**config.mk**
```make
export PLATFORM = sky130hd
export DESIGN_NAME = mem_target
export DESIGN_NICKNAME = d
export VERILOG_FILES = /design/src/rtl/mem_target.sv
export SDC_FILE = /design/constraint.sdc
export NUM_CORES = 2
export LEC_CHECK = 0
export CAP_MARGIN = 20
export CORE_MARGIN = 8
export CORE_UTILIZATION = 30
export CTS_BUF_LIST = sky130_fd_sc_hd__clkbuf_8
export CTS_CLUSTER_DIAMETER = 200
export DETAILED_ROUTE_END_ITERATION = 6
export PLACE_DENSITY = 0.46
export SLEW_MARGIN = 10
export SYNTH_ARGS = -nofsm -noshare
export SYNTH_HDL_FRONTEND = slang
export SYNTH_SLANG_ARGS = --single-unit
export TNS_END_PERCENT = 1
```
**constraint.sdc**
```tcl
create_clock -name clk -period 4.34 [get_ports clk]
set_input_delay 0.868 -clock clk [delete_from_list [all_inputs] [get_ports clk]]
set_output_delay 0.868 -clock clk [all_outputs]
set_load 0.02 [all_outputs]
```
**src/rtl/mem_target.sv**
```systemverilog
// Memory target: a byte RAM behind a request/acknowledge handshake with
// programmable wait states, an address range check and a sticky bus error.
module mem_target #(
  parameter int unsigned WIDTH       = 8,
  parameter int unsigned ADDR_WIDTH  = 16,
  parameter int unsigned DEPTH       = 256,
  parameter int unsigned WAIT_STATES = 1
) (
  input  logic                  clk,
  input  logic                  reset,
  input  logic                  mem_req,
  input  logic                  mem_dir,
  input  logic [ADDR_WIDTH-1:0] addr,
  input  logic [WIDTH-1:0]      mem_in,
  output logic [WIDTH-1:0]      mem_out,
  output logic                  mem_ack,
  output logic                  busy,
  output logic                  bus_error
);

  localparam int unsigned IDX_W     = (DEPTH > 1) ? $clog2(DEPTH) : 1;
  localparam logic [3:0]  WAIT_LOAD = (WAIT_STATES > 0) ? 4'(WAIT_STATES - 1) : 4'd0;

  typedef enum logic [1:0] {
    IDLE    = 2'd0,
    WAIT    = 2'd1,
    ACK     = 2'd2,
    RELEASE = 2'd3
  } state_t;

  state_t                state;
  state_t                next_state;
  logic [ADDR_WIDTH-1:0] lat_addr;
  logic                  lat_dir;
  logic [WIDTH-1:0]      lat_data;
  logic [3:0]            wait_cnt;
  logic [WIDTH-1:0]      ram [DEPTH];

  logic [ADDR_WIDTH-1:0] cur_addr;
  logic                  cur_dir;
  logic [WIDTH-1:0]      cur_data;
  logic [IDX_W-1:0]      idx;
  logic                  mapped;
  logic                  latch_en;
  logic                  enter_ack;
  logic                  ram_we;
  logic                  rd_en;
  logic                  ack_next;
  logic                  busy_next;

  // Transaction attributes: with zero wait states the access happens on the
  // same edge that latches the request, so take them straight from the bus.
  always_comb begin
    cur_addr = lat_addr;
    cur_dir  = lat_dir;
    cur_data = lat_data;
    if (state == IDLE) begin
      cur_addr = addr;
      cur_dir  = mem_dir;
      cur_data = mem_in;
    end
    mapped = (32'(cur_addr) < DEPTH);
    idx    = cur_addr[IDX_W-1:0];
  end

  // State register.
  always_ff @(posedge clk) begin
    if (reset) begin
      state <= IDLE;
    end else begin
      state <= next_state;
    end
  end

  // Next-state logic.
  always_comb begin
    next_state = state;
    case (state)
      IDLE: begin
        if (mem_req) begin
          next_state = (WAIT_STATES > 0) ? WAIT : ACK;
        end
      end
      WAIT: begin
        if (wait_cnt == 4'd0) begin
          next_state = ACK;
        end
      end
      ACK: begin
        next_state = RELEASE;
      end
      RELEASE: begin
        if (!mem_req) begin
          next_state = IDLE;
        end
      end
      default: begin
        next_state = IDLE;
      end
    endcase
  end

  // Output/control decode; the handshake outputs are registered below.
  always_comb begin
    latch_en  = (state == IDLE) && mem_req;
    enter_ack = (next_state == ACK) && (state != ACK);
    ram_we    = enter_ack && !cur_dir && mapped && !reset;
    rd_en     = enter_ack && cur_dir;
    ack_next  = (next_state == ACK);
    busy_next = (next_state != IDLE);
  end

  // Request latch, wait counter, read data and status registers.
  always_ff @(posedge clk) begin
    if (reset) begin
      lat_addr  <= '0;
      lat_dir   <= 1'b0;
      lat_data  <= '0;
      wait_cnt  <= 4'd0;
      mem_out   <= '0;
      mem_ack   <= 1'b0;
      busy      <= 1'b0;
      bus_error <= 1'b0;
    end else begin
      mem_ack <= ack_next;
      busy    <= busy_next;
      if (latch_en) begin
        lat_addr <= addr;
        lat_dir  <= mem_dir;
        lat_data <= mem_in;
        wait_cnt <= WAIT_LOAD;
      end else if ((state == WAIT) && (wait_cnt != 4'd0)) begin
        wait_cnt <= wait_cnt - 4'd1;
      end
      if (rd_en) begin
        mem_out <= mapped ? ram[idx] : '1;
      end
      if (enter_ack && !mapped) begin
        bus_error <= 1'b1;
      end
    end
  end

  // RAM write port; contents survive reset.
  always_ff @(posedge clk) begin
    if (ram_we) begin
      ram[idx] <= cur_data;
    end
  end

endmodule

```
==> flow_summary.yaml <==
place:
  dp_hpwl_um: 160400
  place_area_um2: 87120
  gp_congestion: 0.8135
  portBuffers: 38
  dp_slack_ns: -0.4041
  place_inst: 8396
drt:
  wire_per_inst_um: 28.46
  drtAntennaViolNets: 0
  drtIter0Drc: 6195
  firstDrtPassIters: 7
  wl_um: 257000
  viasPerCell: 5.331
  vias: 48140
  drc: 9
critical_path:
  cp.arrival_ns: 5.05
  end_kind: "register"
  criticalPathCategory: "register to register"
  r2r_setup_slack_ns: 0.24
  crit_fanout: 10
  cp.required_ns: 5.29
  cp-start-kind: "register"
  reg2reg_from: "state[1]$_SDFF_PP0_"
  r2r-end: "mem_out[7]$_SDFFE_PP0P_"
  ff2ff_path_depth: 11
synth:
  postSynthCellCount: 4605
  synth-xor-area-share: 0.0003395
  synth_top_family_by_area: "compound AO/OA/AOI/OAI gates"
  ys_dominant_reg_cell: "edfxtp_1"
  synthTopCellsByArea: "edfxtp_1 (79%), a222oi_1 (4.3%), nand3_1 (2.3%)"
  yosysTopAreaCellShare: 0.7946
  synthesis.nets: 4634
  syn_avg_cell_area_um2: 16.81
  yosysTopAreaCell: "edfxtp_1"
  yosysWarnings: 0
  synth_simple_gate_area_frac: 0.06528
  synthesis.area_um2: 77400
  synth_cell_types: 52
  synth_compound_area_frac: 0.1055
  async_reset_ff_frac: 0
  synthMuxAreaShare: 0.002732
  ys_seq_area_frac: 0.8055
  synthAdderAreaFrac: 0.0001617
  synth_edf_count: 2048
  ys_ff_latch: 2090
finish:
  area_growth_pct: 20.84
  fin_util: 0.3643
  nets: 5409
  instances_no_fill: 9029
  fill_cells: 24250
  drive_gt1_frac: 0.2099
  final_area_um2: 93520
clock_tree:
  cts-root-buf: "clkbuf_8"
  cts_tree: "done"
  postCtsResizedCells: 0
  hold_buffers: 1
  max-clock-path-buffers: 4
  numCtsBuffers: 365
  path_clk_slew_ns: 0.07
  cts_setup_buffers: 0
  h-tree-depth: 5
  clock_sinks: 2090
  insertion_delay_ns: 1.04
power_and_ir_drop:
  p_leak_nw: 30.22
  total_power_mw: 46.79
  p_per_area_nw_per_um2: 500.3
  vdd_drop_max_v: 0.0002871
floorplanning:
  die_w_um: 523.9
  fp.dieArea_um2: 274500
  die_y_um: 523.9
  start_util: 0.3015
  placementRows: 186
  io_pins: 39
  coreArea_um2: 256700
global_route:
  overflow: 0
  grt_pass1_wl_um: 362300
  antenna_found_initial: 13
  groute.usage.overall: 0.1818
  grt_max_degree: 114
  grt_pass1_vias: 47610
worst_hold_path:
  min_from: "addr[11]"
  hold_depth: 3
  hold_path_class: "primary input to register"
  hold_path_end: "lat_addr[11]$_SDFFE_PP0P_"
run_status:
  status: "finished, violations left"
  violations: "DRC"
flow_run:
  drv_cap: 0
timing:
  maxSlewHeadroom: 0.2523
  tightest_slew_ns: 1.122
  setup_viol: 0
  grt_setup_unrepaired: "false"
  slew_viol_final: 0
  fin_skew_ns: 0.08232
  min_period_ns: 4.098
  max_freq_mhz: 244.0
  finalHoldViolations: 0
  timing.hold.ws_ns: 0.4293
  setup_tns_ns: 0
  setup_slack_ns: 0.2421
  period_share: 0.9442
-- routing by layer --
metal | routed length (µm) | vias to the layer above | share of wire | GRT usage
met5 | 13 | - | 0.000051 | 0
met4 | 7504 | 2 | 0.029 | 0.05476
met3 | 19980 | 430 | 0.078 | 0.03452
met2 | 119000 | 2074 | 0.46 | 0.2903
met1 | 110400 | 24960 | 0.43 | 0.2525
li1 | - | 20670 | - | -
-- logic make-up after synthesis --
family	count (synthesis)
flip-flops	2090
AND/OR/NAND/NOR	1139
AO/OA/AOI/OAI	1008
buffers and inverters	346
multiplexers	18
XOR/XNOR	3
adder cells (fa/ha/maj)	1
-- layout by cell type (no fill, tap or decap), drive strengths merged, types with 13 or more instances in the layout --
master         count
a21oi            178
a221oi            88
a222oi           336
a22o              88
a22oi            176
a311oi            26
a31oi             15
a41oi             25
and3              17
buf              710
clkbuf           376
clkdlybuf4s50     37
clkinv           119
dfxtp             42
edfxtp          2048
inv              124
nand2            364
nand3            348
nand4             70
nor2             283
nor3              32
o21ai             13
o22ai             41
-- flip-flops by register name, summed over array words and instances (netlist names) --
name and flops:
ram 2048, mem_ack 1, lat_data 8, wait_cnt 4, lat_addr 16, busy 1, state 2, bus_error 1
mem_out 8, lat_dir 1
-- worst max-delay path, cell delays in order, from the launching register on --
cell,delay [ns]
dfxtp_1,0.40
nor2_4,0.49
buf_4,0.30
mux2i_4,0.40
nand2_1,0.32
buf_4,0.27
a21oi_1,0.28
nand4_1,0.42
a41oi_1,0.62
buf_4,0.22
nor4_1,0.05
a211oi_1,0.22
-- power by group --
group	leakage, nW	total, mW	switching (mW)	internal [mW]
combinational	7.58	7.57	5.27	2.30
sequential	18.9	23.0	0.0473	22.9
clock	3.70	16.2	7.85	8.39
total	30.2	46.8	13.2	33.6
-- cell usage after synthesis (all sizes together) (2+ instances only) --
cell type / number
nor3b: 4
nand2: 364
a32oi: 2
o21ai: 13
o21bai: 5
nor4: 11
a41oi: 25
dfxtp: 42
a22o: 88
and3: 17
nor2: 283
o211ai: 2
nand4: 70
buf: 226
mux2: 12
a221oi: 88
edfxtp: 2048
a31oi: 15
nand2b: 2
and2: 2
xor2: 2
a22oi: 176
a32o: 3
mux2i: 5
or4b: 2
o22ai: 41
a311oi: 26
or4: 2
a222oi: 336
nor3: 32
a211oi: 6
a21oi: 178
clkbuf: 114
inv: 6
nand3: 348
-- how the worst max path moves through the flow --
stage / from / end / slack (ns) / depth (start not counted)
after detailed placement: addr[0] / mem_out[7]$_SDFFE_PP0P_ / -0.40 / 12
after global placement: addr[0] / mem_out[7]$_SDFFE_PP0P_ / -0.63 / 13
after CTS: state[1]$_SDFF_PP0_ / mem_out[7]$_SDFFE_PP0P_ / 0.33 / 11
after floorplan: state[1]$_SDFF_PP0_ / ram[0][0]$_DFFE_PP_ / 0.50 / 5
final: state[1]$_SDFF_PP0_ / mem_out[7]$_SDFFE_PP0P_ / 0.24 / 11
after global routing: state[1]$_SDFF_PP0_ / mem_out[1]$_SDFFE_PP0P_ / 0.16 / 10
-- area by class of cell --
class	instances	area, µm²	area share
Antenna cell	8	20.02	0.0002141
Clock buffer	376	5175	0.05533
Clock inverter	248	1200	0.01283
Inverter	6	22.52	0.0002408
Multi-Input combinational cell	2169	13760	0.1472
Sequential cell	2090	62340	0.6666
Tap cell	3384	4234	0.04527
Timing Repair Buffer	748	6766	0.07235
Power figures use the tool's default switching activity.
